`src/rtl/wrf_arb_pkg.sv`:
```
// Purpose : shared types and constants for the two-source WRF frame arbiter.
// Latency : n/a (types only).
// Backpress: n/a (types only).
package wrf_arb_pkg;

    localparam int c_wrf_data_width = 16;
    localparam int c_wrf_addr_width = 2;

    typedef enum logic [1:0] {
        IDLE = 2'd0,
        OWN0 = 2'd1,
        OWN1 = 2'd2
    } t_arb_state;

    typedef struct packed {
        logic [c_wrf_data_width-1:0]   dat;
        logic [c_wrf_addr_width-1:0]   adr;
        logic [c_wrf_data_width/8-1:0] sel;
        logic                          cyc;
        logic                          stb;
        logic                          we;
    } t_wrf_req;

    typedef struct packed {
        logic stall;
        logic ack;
        logic err;
    } t_wrf_rsp;

    // Master side parked: no cycle, no strobe, all fields zero.
    localparam t_wrf_req c_wrf_req_idle = '0;
    // What a requester that does not own the sink sees.
    localparam t_wrf_rsp c_wrf_rsp_stalled = '{stall: 1'b1, ack: 1'b0, err: 1'b0};

endpackage

```
`src/rtl/wrf_arb_stats.sv`:
```
// Purpose : per-port completed-frame counters for the WRF arbiter.
// Latency : count visible 1 cycle after the frame-done pulse.
// Backpress: none; counts free-run and wrap at 0xFFFF.
// Ports   : clk/rst (sync, active-high); clr synchronous clear (wins over a
//           coincident increment); done0/done1 one-cycle frame-end pulses;
//           frames0/frames1 current counts.
module wrf_arb_stats (
    input  logic        clk,
    input  logic        rst,
    input  logic        clr,
    input  logic        done0,
    input  logic        done1,
    output logic [15:0] frames0,
    output logic [15:0] frames1
);

    logic [15:0] cnt0;
    logic [15:0] cnt1;

    always_ff @(posedge clk) begin
        if (rst || clr) begin
            cnt0 <= 16'd0;
            cnt1 <= 16'd0;
        end else begin
            if (done0) cnt0 <= cnt0 + 16'd1;
            if (done1) cnt1 <= cnt1 + 16'd1;
        end
    end

    assign frames0 = cnt0;
    assign frames1 = cnt1;

endmodule

```
`src/rtl/wrf_frame_arbiter.sv`:
```
// Purpose : frame-level round-robin arbiter sharing one WRF sink between two WRF sources.
// Latency : grant 1 cycle after cyc rises while idle; data and responses pass through combinationally while owned.
// Backpress: non-owner held at stall=1/ack=0 indefinitely; owner sees src_stall_i unchanged.
// Ports   : clk_sys_i, rst_i (synchronous, active-high); snk0_*/snk1_* requester WRF
//           slave ports; src_* shared WRF master port; grant_o one-hot owner (00 = idle).
// Build   : define WRF_ARB_STATS_EN to add stats_clr_i, frames0_o and frames1_o.
module wrf_frame_arbiter
    import wrf_arb_pkg::*;
#(
    parameter int g_data_width = c_wrf_data_width,
    parameter int g_addr_width = c_wrf_addr_width
) (
    input  logic                      clk_sys_i,
    input  logic                      rst_i,

    input  logic [g_data_width-1:0]   snk0_dat_i,
    input  logic [g_addr_width-1:0]   snk0_adr_i,
    input  logic [g_data_width/8-1:0] snk0_sel_i,
    input  logic                      snk0_cyc_i,
    input  logic                      snk0_stb_i,
    input  logic                      snk0_we_i,
    output logic                      snk0_stall_o,
    output logic                      snk0_ack_o,
    output logic                      snk0_err_o,

    input  logic [g_data_width-1:0]   snk1_dat_i,
    input  logic [g_addr_width-1:0]   snk1_adr_i,
    input  logic [g_data_width/8-1:0] snk1_sel_i,
    input  logic                      snk1_cyc_i,
    input  logic                      snk1_stb_i,
    input  logic                      snk1_we_i,
    output logic                      snk1_stall_o,
    output logic                      snk1_ack_o,
    output logic                      snk1_err_o,

    output logic [g_data_width-1:0]   src_dat_o,
    output logic [g_addr_width-1:0]   src_adr_o,
    output logic [g_data_width/8-1:0] src_sel_o,
    output logic                      src_cyc_o,
    output logic                      src_stb_o,
    output logic                      src_we_o,
    input  logic                      src_stall_i,
    input  logic                      src_ack_i,
    input  logic                      src_err_i,

`ifdef WRF_ARB_STATS_EN
    input  logic                      stats_clr_i,
    output logic [15:0]               frames0_o,
    output logic [15:0]               frames1_o,
`endif

    output logic [1:0]                grant_o
);

    t_arb_state state;
    t_arb_state state_nxt;
    // Port that owned the previous frame; the other port wins a tie.
    logic       last_grant;
    logic       last_grant_nxt;

    t_wrf_rsp   src_rsp;
    t_wrf_rsp   rsp0;
    t_wrf_rsp   rsp1;

    // State register
    always_ff @(posedge clk_sys_i) begin
        if (rst_i) begin
            state      <= IDLE;
            last_grant <= 1'b1;
        end else begin
            state      <= state_nxt;
            last_grant <= last_grant_nxt;
        end
    end

    // Next state. A grant is only taken from IDLE, so every frame is followed
    // by at least one cycle with src_cyc_o low, even when the same port re-requests.
    always_comb begin
        state_nxt      = state;
        last_grant_nxt = last_grant;
        case (state)
            IDLE: begin
                if (snk0_cyc_i && snk1_cyc_i) begin
                    state_nxt = last_grant ? OWN0 : OWN1;
                end else if (snk0_cyc_i) begin
                    state_nxt = OWN0;
                end else if (snk1_cyc_i) begin
                    state_nxt = OWN1;
                end
            end
            OWN0: begin
                if (!snk0_cyc_i) begin
                    state_nxt      = IDLE;
                    last_grant_nxt = 1'b0;
                end
            end
            OWN1: begin
                if (!snk1_cyc_i) begin
                    state_nxt      = IDLE;
                    last_grant_nxt = 1'b1;
                end
            end
            default: state_nxt = IDLE;
        endcase
    end

    assign src_rsp = '{stall: src_stall_i, ack: src_ack_i, err: src_err_i};

    // Outputs. Responses arriving while IDLE (late acks from a frame that was
    // abandoned with transfers outstanding) fall on the floor here.
    always_comb begin
        src_dat_o = '0;
        src_adr_o = '0;
        src_sel_o = '0;
        src_cyc_o = 1'b0;
        src_stb_o = 1'b0;
        src_we_o  = 1'b0;
        rsp0      = c_wrf_rsp_stalled;
        rsp1      = c_wrf_rsp_stalled;
        grant_o   = 2'b00;
        case (state)
            OWN0: begin
                src_dat_o = snk0_dat_i;
                src_adr_o = snk0_adr_i;
                src_sel_o = snk0_sel_i;
                src_cyc_o = snk0_cyc_i;
                src_stb_o = snk0_stb_i;
                src_we_o  = snk0_we_i;
                rsp0      = src_rsp;
                grant_o   = 2'b01;
            end
            OWN1: begin
                src_dat_o = snk1_dat_i;
                src_adr_o = snk1_adr_i;
                src_sel_o = snk1_sel_i;
                src_cyc_o = snk1_cyc_i;
                src_stb_o = snk1_stb_i;
                src_we_o  = snk1_we_i;
                rsp1      = src_rsp;
                grant_o   = 2'b10;
            end
            default: ;
        endcase
    end

    assign snk0_stall_o = rsp0.stall;
    assign snk0_ack_o   = rsp0.ack;
    assign snk0_err_o   = rsp0.err;
    assign snk1_stall_o = rsp1.stall;
    assign snk1_ack_o   = rsp1.ack;
    assign snk1_err_o   = rsp1.err;

`ifdef WRF_ARB_STATS_EN
    logic frame_done0;
    logic frame_done1;

    // One pulse per OWNn -> IDLE transition.
    assign frame_done0 = (state == OWN0) && !snk0_cyc_i;
    assign frame_done1 = (state == OWN1) && !snk1_cyc_i;

    wrf_arb_stats u_stats (
        .clk     (clk_sys_i),
        .rst     (rst_i),
        .clr     (stats_clr_i),
        .done0   (frame_done0),
        .done1   (frame_done1),
        .frames0 (frames0_o),
        .frames1 (frames1_o)
    );
`endif

endmodule

```
`config.mk`:
```
export PLATFORM = sky130hd
export DESIGN_NAME = wrf_frame_arbiter
export DESIGN_NICKNAME = d
export VERILOG_FILES = /design/src/rtl/wrf_arb_pkg.sv /design/src/rtl/wrf_arb_stats.sv /design/src/rtl/wrf_frame_arbiter.sv
export SDC_FILE = /design/constraint.sdc
export NUM_CORES = 1
export LEC_CHECK = 0
export ABC_AREA = 1
export CAP_MARGIN = 40
export CORE_ASPECT_RATIO = 0.8
export CORE_MARGIN = 8
export CORE_UTILIZATION = 25
export DETAILED_ROUTE_END_ITERATION = 8
export GPL_TIMING_DRIVEN = 0
export MAX_ROUTING_LAYER = met4
export PLACE_DENSITY_LB_ADDON = 0.2
export SKIP_LAST_GASP = 1
export SLEW_MARGIN = 20
export SYNTH_ARGS = -nofsm -noshare
export SYNTH_HDL_FRONTEND = slang
export SYNTH_SLANG_ARGS = --single-unit
```
`constraint.sdc`:
```
create_clock -name clk_sys_i -period 1.7 [get_ports clk_sys_i]
set_input_delay 0.425 -clock clk_sys_i [delete_from_list [all_inputs] [get_ports clk_sys_i]]
set_output_delay 0.425 -clock clk_sys_i [all_outputs]
set_load 0.05 [all_outputs]
```
==> impl_metrics.ini, run 1 <==
[outcome]
status = complete, but fails checks
failed_checks = setup timing

[yosys]
synthDistinctLibCells = 14
synth_top_flop_cell = dfxtp_1
netlist_area_sq_um = 633
async_flop_share = 0
yosys.area.top_type_share = 0.362
seq_area_frac_synth = 0.0949
synth_area_leaders = nand2_1, a21oi_1, ha_1, dfxtp_1, inv_1
yosysWarnings = 0
synth_common_cells = nand2_1, a21oi_1, inv_1
synth-edff-count = 0
yosysMostFrequentCell = nand2_1
syn_inst = 126
ys_seq_elements = 3
synth_nets = 182
syn_area_per_cell_sq_um = 5.02
yosysTopAreaCell = nand2_1

[die]
std_cell_rows = 16
die-height_um = 61.0
coreArea_sq_um = 2420
ioPinCount = 82
die_area_sq_um = 4410
die_x_um = 72.3
initial_core_util = 0.261

[final_layout]
nets = 278
fin_util = 0.811
drive_gt1_frac = 0.452
syn2layout_area_growth_pct = 210
layoutNonFillerInstCount = 257
num_antenna_cells = 0

[worst_setup_path]
cp_max_fo = 6
cp_data_arrival_time_ps = 1450
crit_type = reg -> out
reg2regPathDepth = 8
worstPathRequired_ps = 1270
cp-end-kind = output port
cp-start-kind = flip-flop

[cts]
cts_made_buffers = 3
cts_tree = done
clock_insertion_delay_worst_skew_ps = 240
cts_hold_buf = 0
clkTransAtPathRegs_ps = 40
cts_root_buf = clkbuf_4
cts_max_path_buffers = 2
cts.sinks = 3
cts_max_level = 1

[route]
ant_nets = 0
dr.pass1.iters = 4
viasPerCell = 4.73
routed_wl_um = 4180
routed-via-count = 1215
remaining_drc_errors = 0
drt_iter0_markers = 40
wl_per_cell_um = 16.3

[sta]
relSlewSlack = 0.821
fin_crit_ps = 1880
setup-violations-final = 26
rsz0062_at_grt = true
holdWs_ps = 574
worst_clock_skew_ps = 6.82
fmax_mhz = 532
fin_crit_sh = 1.10
worst_pin_slew_ps = 270
layout_setup_ws_ps = -178
finalHoldViolations = 0
maxSlewViolCount = 0

[global_route]
grt_max_degree = 11
grt_overflow = 0
grt_pass1_vias = 1191
antenna_found_initial = 0
grt.total_usage = 0.177
grt_pass1_wl_um = 5900

[worst_hold_path]
min_path_type = reg -> reg
holdPathStages = 2

[power_and_ir_drop]
power.total_uw = 2600
power_leakage_uw = 0.000839
powerDensity_nw_per_um2 = 1320
peakVddDrop_mv = 1.04

[placement]
globalplace.congestion = 0.814
dpl.cell_count = 243
pre_cts_slack_ps = -800
port_buffers = 81
dp_hpwl_um = 2920

[flow_run]
drv_cap = 0
## power by group
group	internal (uW)	leakage, uW	total (uW)	switching (uW)
sequential	100	0.0000260	129	28.3
combinational	998	0.000798	2340	1340
clock	88.2	0.0000150	130	41.5
## path summary, 6_finish.rpt
| check | end | slack, ps | startpoint |
|---|---|---|---|
| worst max register to register | state[1]$_SDFFE_PP0P_ | 290 | state[1]$_SDFFE_PP0P_ |
| worst max-delay path | src_dat_o[10] | -180 | state[0]$_SDFFE_PP0P_ |
| worst min register to register | last_grant$_SDFFE_PP1P_ | 570 | last_grant$_SDFFE_PP1P_ |
| worst min-delay path | last_grant$_SDFFE_PP1P_ | 570 | last_grant$_SDFFE_PP1P_ |
## repair_timing
item | CTS | global route
cloned | 2 | 2
gates resized for setup | 252 | 27
pin swaps | 19 | 8
endpoints found under the setup margin | 31 | 30
buffers inserted | 6 | 3
## state kept, by name, summed over array words and instances (netlist names)
| signal | cells |
|---|---|
| state | 2 |
| last_grant | 1 |
## per-stage QoR
stage / setup TNS (ps) / area, sq um
after global placement: -19720 / 1570
after detailed placement: -20600 / 1570
final: -3770 / 1960
after floorplan: -3520 / 718
after global routing: -5400 / 1960
after CTS: -4550 / 1870
## critical path, cell delays in order, from the launching register on
cell and delay [ps]:
dfxtp_4 380, inv_6 50, ha_4 280, inv_8 50, clkbuf_16 160, a21oi_4 120
buf_6 170
## cell usage in the layout, fill, tap and decap left out, drive strengths merged
cell	n
nand2	63
inv	14
a21oi	24
o21ai	2
dfxtp	3
dlygate4sd2	1
nor2	6
clkbuf	5
nand3	1
ha	5
clkdlybuf4s50	49
buf	48
## kinds of logic after synthesis
family,count (synthesis),synth area share
simple gates,70,0.433
compound gates,26,0.206
buf+inv,22,0.168
fa+ha+maj,5,0.0988
flops,3,0.0949
## layer usage
layer | vias up | wire (um) | global-route usage
met5 | - | 0 | -
li1 | 579 | - | -
met4 | 0 | 199 | 0.0696
met1 | 550 | 1460 | 0.165
met3 | 14 | 285 | 0.0407
met2 | 72 | 2240 | 0.348
## final cells by class
type / instances / area (sq um)
flip-flops and latches: 3 / 67.6
repair buffers: 93 / 980
well taps: 36 / 45.0
multi-input cells: 101 / 694
clock buffers: 4 / 26.3
inverters: 14 / 67.6
plain buffers: 6 / 83.8
fillers: 151 / 458
Note: power is estimated with default switching activity, not from simulation.
==> run 2, diff against run 1 <==
MAX_ROUTING_LAYER = unset   (was met4)
==> run 2 against run 1 <==
  * The flow still finishes with violations (setup timing)
  * Non-clock buffer count did not move
  * Via count decreased by 1.2%
  * Critical endpoint unchanged
  * Worst setup slack about the same
  * Maximum frequency barely moved
  * Critical path depth unchanged
  * Cell count unchanged
  * Count of clock-buffer cells in the layout unchanged
  * Flip-flop and latch count is the same
  * Wire length down 0.86%
  * Sequential share of layout area is the same
  * Clock skew about the same
==> impl_metrics.ini, run 2 (synthesis gave the netlist of run 1 again) <==
[placement]
dpl_cell_area_sq_um = 1570
port_buffers = 81
dpl.cell_count = 243
globalplace.congestion = 0.803
dp_hpwl_um = 2920

[worst_setup_path]
cp_data_arrival_time_ps = 1450
crit_family = buffers and inverters
cp-end-kind = output port
cp-start-kind = flip-flop
r2r_start = state[1]$_SDFFE_PP0P_
cp_max_fo = 6
reg2regPathDepth = 8
crit_type = reg -> out
cp_num_buf_inv = 4
worst_r2r_endpoint = state[1]$_SDFFE_PP0P_
path_cells = inv_6 > ha_4 > inv_8 > clkbuf_16 > a21oi_4 > buf_6
r2r_setup_slack_ps = 290
cp_slowest_stage_delay_ps = 380
worstPathRequired_ps = 1270
cp_slowest_cell = dfxtp_4

[power_and_ir_drop]
p_sw_uw = 1410
power_leakage_uw = 0.000839
p_int_uw = 1190
combinationalPowerShare = 0.900
peakVddDrop_mv = 1.04
powerDensity_nw_per_um2 = 1320
clock_power_share = 0.050
power.total_uw = 2590
power.share.sequential = 0.050
swShare = 0.542

[outcome]
failed_checks = setup timing
status = complete, but fails checks

[die]
std_cell_rows = 16
die_area_sq_um = 4410
initial_core_util = 0.261
die-height_um = 61.0
ioPinCount = 82
die_x_um = 72.3
coreArea_sq_um = 2420

[cts]
cts_tree = done
clkTransAtPathRegs_ps = 40
clock_insertion_delay_worst_skew_ps = 240
cts_root_buf = clkbuf_4
cts_hold_buf = 0
cts_max_path_buffers = 2
cts_max_level = 1
cts_made_buffers = 3
cts.sinks = 3

[sta]
setup-violations-final = 26
fmax_mhz = 532
finalHoldViolations = 0
maxSlewViolCount = 0
fin_crit_sh = 1.10
worst_clock_skew_ps = 6.88
rsz0062_at_grt = true
layout_setup_ws_ps = -178
holdWs_ps = 566
fin_crit_ps = 1880
worst_pin_slew_ps = 270
relSlewSlack = 0.821

[worst_hold_path]
holdPathStages = 2
hp-start = last_grant$_SDFFE_PP1P_
min_path_type = reg -> reg
holdPathEnd = last_grant$_SDFFE_PP1P_

[flow_run]
drv_cap = 0

[final_layout]
nets = 278
drive_gt1_frac = 0.452
fin_util = 0.811
num_antenna_cells = 0
largest_register_ff_count = 2
final_cell_mix = nand2_1, clkdlybuf4s50_1, buf_6
layoutNonFillerInstCount = 257
stdcell_area_sq_um = 1960
fillers = 151
multi_input_area_sq_um = 694
register_area_sq_um = 67.6
syn2layout_area_growth_pct = 210
reg_top3 = state: 2 flops, last_grant: 1 flops
regMostFlops = state

[global_route]
grt_overflow = 0
grt_max_degree = 11
grt.total_usage = 0.173
antenna_found_initial = 0
grt_pass1_wl_um = 5940
grt_pass1_vias = 1187

[route]
wl_per_cell_um = 16.1
routed-via-count = 1201
routed_wl_um = 4150
remaining_drc_errors = 0
dr.pass1.iters = 4
ant_nets = 0
viasPerCell = 4.67
drt_iter0_markers = 34
-- run 2: cell counts in the layout (fill, tap and decap cells not counted) --
Identical to the previous run, type by type.
-- run 2: how the worst max path moves through the flow --
| stage | startpoint | to | slack, ps | cells past startpoint |
|---|---|---|---|---|
| 2_1_floorplan | state[1]$_SDFFE_PP0P_ | src_adr_o[0] | -170 | 5 |
| 3_3_place_gp | snk0_cyc_i | src_cyc_o | -780 | 6 |
| 3_5_place_dp | snk0_cyc_i | src_cyc_o | -800 | 6 |
| 4_1_cts | state[1]$_SDFFE_PP0P_ | src_dat_o[14] | -210 | 8 |
| 5_1_grt | state[1]$_SDFFE_PP0P_ | src_dat_o[15] | -240 | 6 |
| 6_report | state[0]$_SDFFE_PP0P_ | src_dat_o[10] | -180 | 6 |
-- run 2: power by group through the flow --
stage	sequential, uW	clock, uW	combinational (uW)
finish	129	130	2330
global route	131	142	2450
CTS	126	132	2090
global placement	110	0	1590
floorplan	107	0	1110
detailed placement	111	0	1630
-- run 2: layout make-up --
class,count,share of cell area
tap,36,0.0229
timing repair buffer,93,0.499
clock buffer,4,0.0134
buffer,6,0.0427
multi-input combinational,101,0.354
inverter,14,0.0344
sequential,3,0.0344
-- run 2: worst register-to-register path, stage by stage (launching register included) --
cell and delay [ps]:
dfxtp_4 340, buf_4 150, ha_2 210, nand2_1 90, nand2_2 80, nor2_1 210, nand2_1 110, nand2_1 80
nor2_1 40
-- run 2: per-stage QoR --
step	setup TNS [ps]	worst slack, ps
2_1_floorplan	-3520	-166
3_3_place_gp	-19720	-785
3_5_place_dp	-20600	-800
4_1_cts	-4550	-214
5_1_grt	-5400	-242
6_report	-3760	-178
-- run 2: timing repair --
item | CTS | global route
buffers inserted | 6 | 3
gates resized for setup | 252 | 27
pin swaps | 19 | 8
setup endpoints to repair | 31 | 30
cloned | 2 | 2
-- run 2: layer usage --
metal	wire length [um]	share of wire	track usage
met3	302	0.073	0.0504
met1	1420	0.34	0.163
met2	2240	0.54	0.348
met4	190	0.046	0.0696
met5	0	0	0
==> run 3, diff against run 2 <==
PLACE_DENSITY = 0.8   (was unset)
PLACE_DENSITY_LB_ADDON = unset   (was 0.2)
==> run 3 against run 2 <==
  * The flow still finishes with violations (setup timing)
  * Register-to-register slack about the same
  * Clock power about the same
  * Global-route usage decreased by 0.76 points
  * Utilization increased by 0.98 points
  * Critical path type unchanged
  * Critical endpoint is now src_dat_o[5]
  * Largest power group unchanged
  * Highest routed layer unchanged
==> impl_metrics.ini, run 3 (synthesis gave the netlist of run 1 again) <==
[sta]
fin_crit_ps = 1880
setup_tns_ps = -3520
holdWs_ps = 593
layout_setup_ws_ps = -179
maxSlewViolCount = 0
rsz0062_at_grt = true
setup-violations-final = 27
fmax_mhz = 532
finalHoldViolations = 0
worst_pin_slew_ps = 291
relSlewSlack = 0.807
fin_crit_sh = 1.11
worst_clock_skew_ps = 5.24

[worst_setup_path]
cp_common_cell = buf_6
crit_type = reg -> out
worstPathRequired_ps = 1270
cp-end-kind = output port
cp_slowest_stage_delay_ps = 360
cp_slowest_cell = dfxtp_4
cp-start-kind = flip-flop
cp_data_arrival_time_ps = 1450
crit_family = buffers and inverters
path_cells = inv_6 > ha_4 > buf_6 > nand2_1 > a21oi_4 > buf_6
cp_num_buf_inv = 3
cp_max_fo = 7

[cts]
cts.sinks = 3
cts_tree = done
cts_hold_buf = 0
clkTransAtPathRegs_ps = 40
cts_root_buf = clkbuf_4
clock_insertion_delay_worst_skew_ps = 230
cts_max_path_buffers = 2
cts_made_buffers = 3
cts_max_level = 1

[route]
routed_wl_um = 3860
viasPerCell = 4.59
wl_per_cell_um = 14.9
drt_iter0_markers = 21
routed-via-count = 1193
dr.pass1.iters = 4
remaining_drc_errors = 0
ant_nets = 0

[final_layout]
num_antenna_cells = 0
syn2layout_area_growth_pct = 214
reg_top3 = state: 2 flops, last_grant: 1 flops
final_cell_mix = nand2_1, clkdlybuf4s50_1, buf_6
regMostFlops = state
stdcell_area_sq_um = 1990
drive_gt1_frac = 0.469
fillers = 141
largest_register_ff_count = 2
nets = 281

[die]
coreArea_sq_um = 2420
ioPinCount = 82
die-height_um = 61.0
initial_core_util = 0.261
die_x_um = 72.3
die_area_sq_um = 4410
std_cell_rows = 16

[global_route]
grt_max_degree = 11
grt.total_usage = 0.165
grt_util_met2 = 0.315
grt_pass1_vias = 1209
grt_overflow = 0
grtUsageMet3 = 0.0618
met1_usage = 0.157
gr-max-usage-layer = met2
grt_pass1_wl_um = 5720
antenna_found_initial = 0

[worst_hold_path]
min_path_type = reg -> reg

[power_and_ir_drop]
powerDensity_nw_per_um2 = 1260
power_leakage_uw = 0.000844
peakVddDrop_mv = 0.696

[placement]
dp_hpwl_um = 2800
globalplace.congestion = 0.771
port_buffers = 81
dpl_cell_area_sq_um = 1570

[flow_run]
drv_cap = 0

[outcome]
failed_checks = setup timing
status = complete, but fails checks
## run 3: final cells by class
cell class | instances | area, sq um | area share
Sequential cell | 3 | 67.6 | 0.0340
Tap cell | 36 | 45.0 | 0.0227
Buffer | 7 | 92.6 | 0.0466
Clock buffer | 4 | 26.3 | 0.0132
Timing Repair Buffer | 95 | 992 | 0.499
Inverter | 14 | 62.6 | 0.0315
Multi-Input combinational cell | 101 | 702 | 0.353
## run 3: repair_timing
item,4_1_cts,5_1_grt
resized for setup,257,29
pin swaps,8,5
setup buffers,5,5
gates cloned,2,2
endpoints found under the setup margin,31,29
## run 3: through the flow
step	total power, uW	worst slack [ps]	instances	util
floorplan	1210	-166	126	-
global placement	1700	-792	243	0.650
detailed placement	1730	-811	243	0.650
CTS	2250	-159	254	0.755
global route	2630	-241	260	0.821
finish	2500	-179	260	0.821
## run 3: worst paths after layout
| path | from | to | slack (ps) | cells past startpoint |
|---|---|---|---|---|
| min | last_grant$_SDFFE_PP1P_ | last_grant$_SDFFE_PP1P_ | 590 | 2 |
| min reg2reg | last_grant$_SDFFE_PP1P_ | last_grant$_SDFFE_PP1P_ | 590 | 2 |
| max | state[0]$_SDFFE_PP0P_ | src_dat_o[5] | -180 | 6 |
| max reg2reg | state[1]$_SDFFE_PP0P_ | state[0]$_SDFFE_PP0P_ | 290 | 11 |
## run 3: where the power goes
group	switching, uW	leakage (uW)	internal, uW	total (uW)
Sequential	33.7	0.0000260	101	134
Clock	39.1	0.0000150	88.1	127
Combinational	1300	0.000803	938	2240
Total	1370	0.000844	1130	2500
## run 3: worst register-to-register path, stage by stage, from the launching register on
cell	delay [ps]
dfxtp_4	350
inv_4	80
ha_4	210
buf_6	120
nand2_4	40
nand2_2	70
inv_2	40
buf_4	120
nand2_1	80
nand2_1	70
nand2_1	70
nor2_1	50
## run 3: metal layers
layer / share of wire / vias to the layer above
met2: 0.48 / 72
met5: 0 / -
met1: 0.37 / 524
met3: 0.11 / 12
met4: 0.033 / 0
li1: - / 585
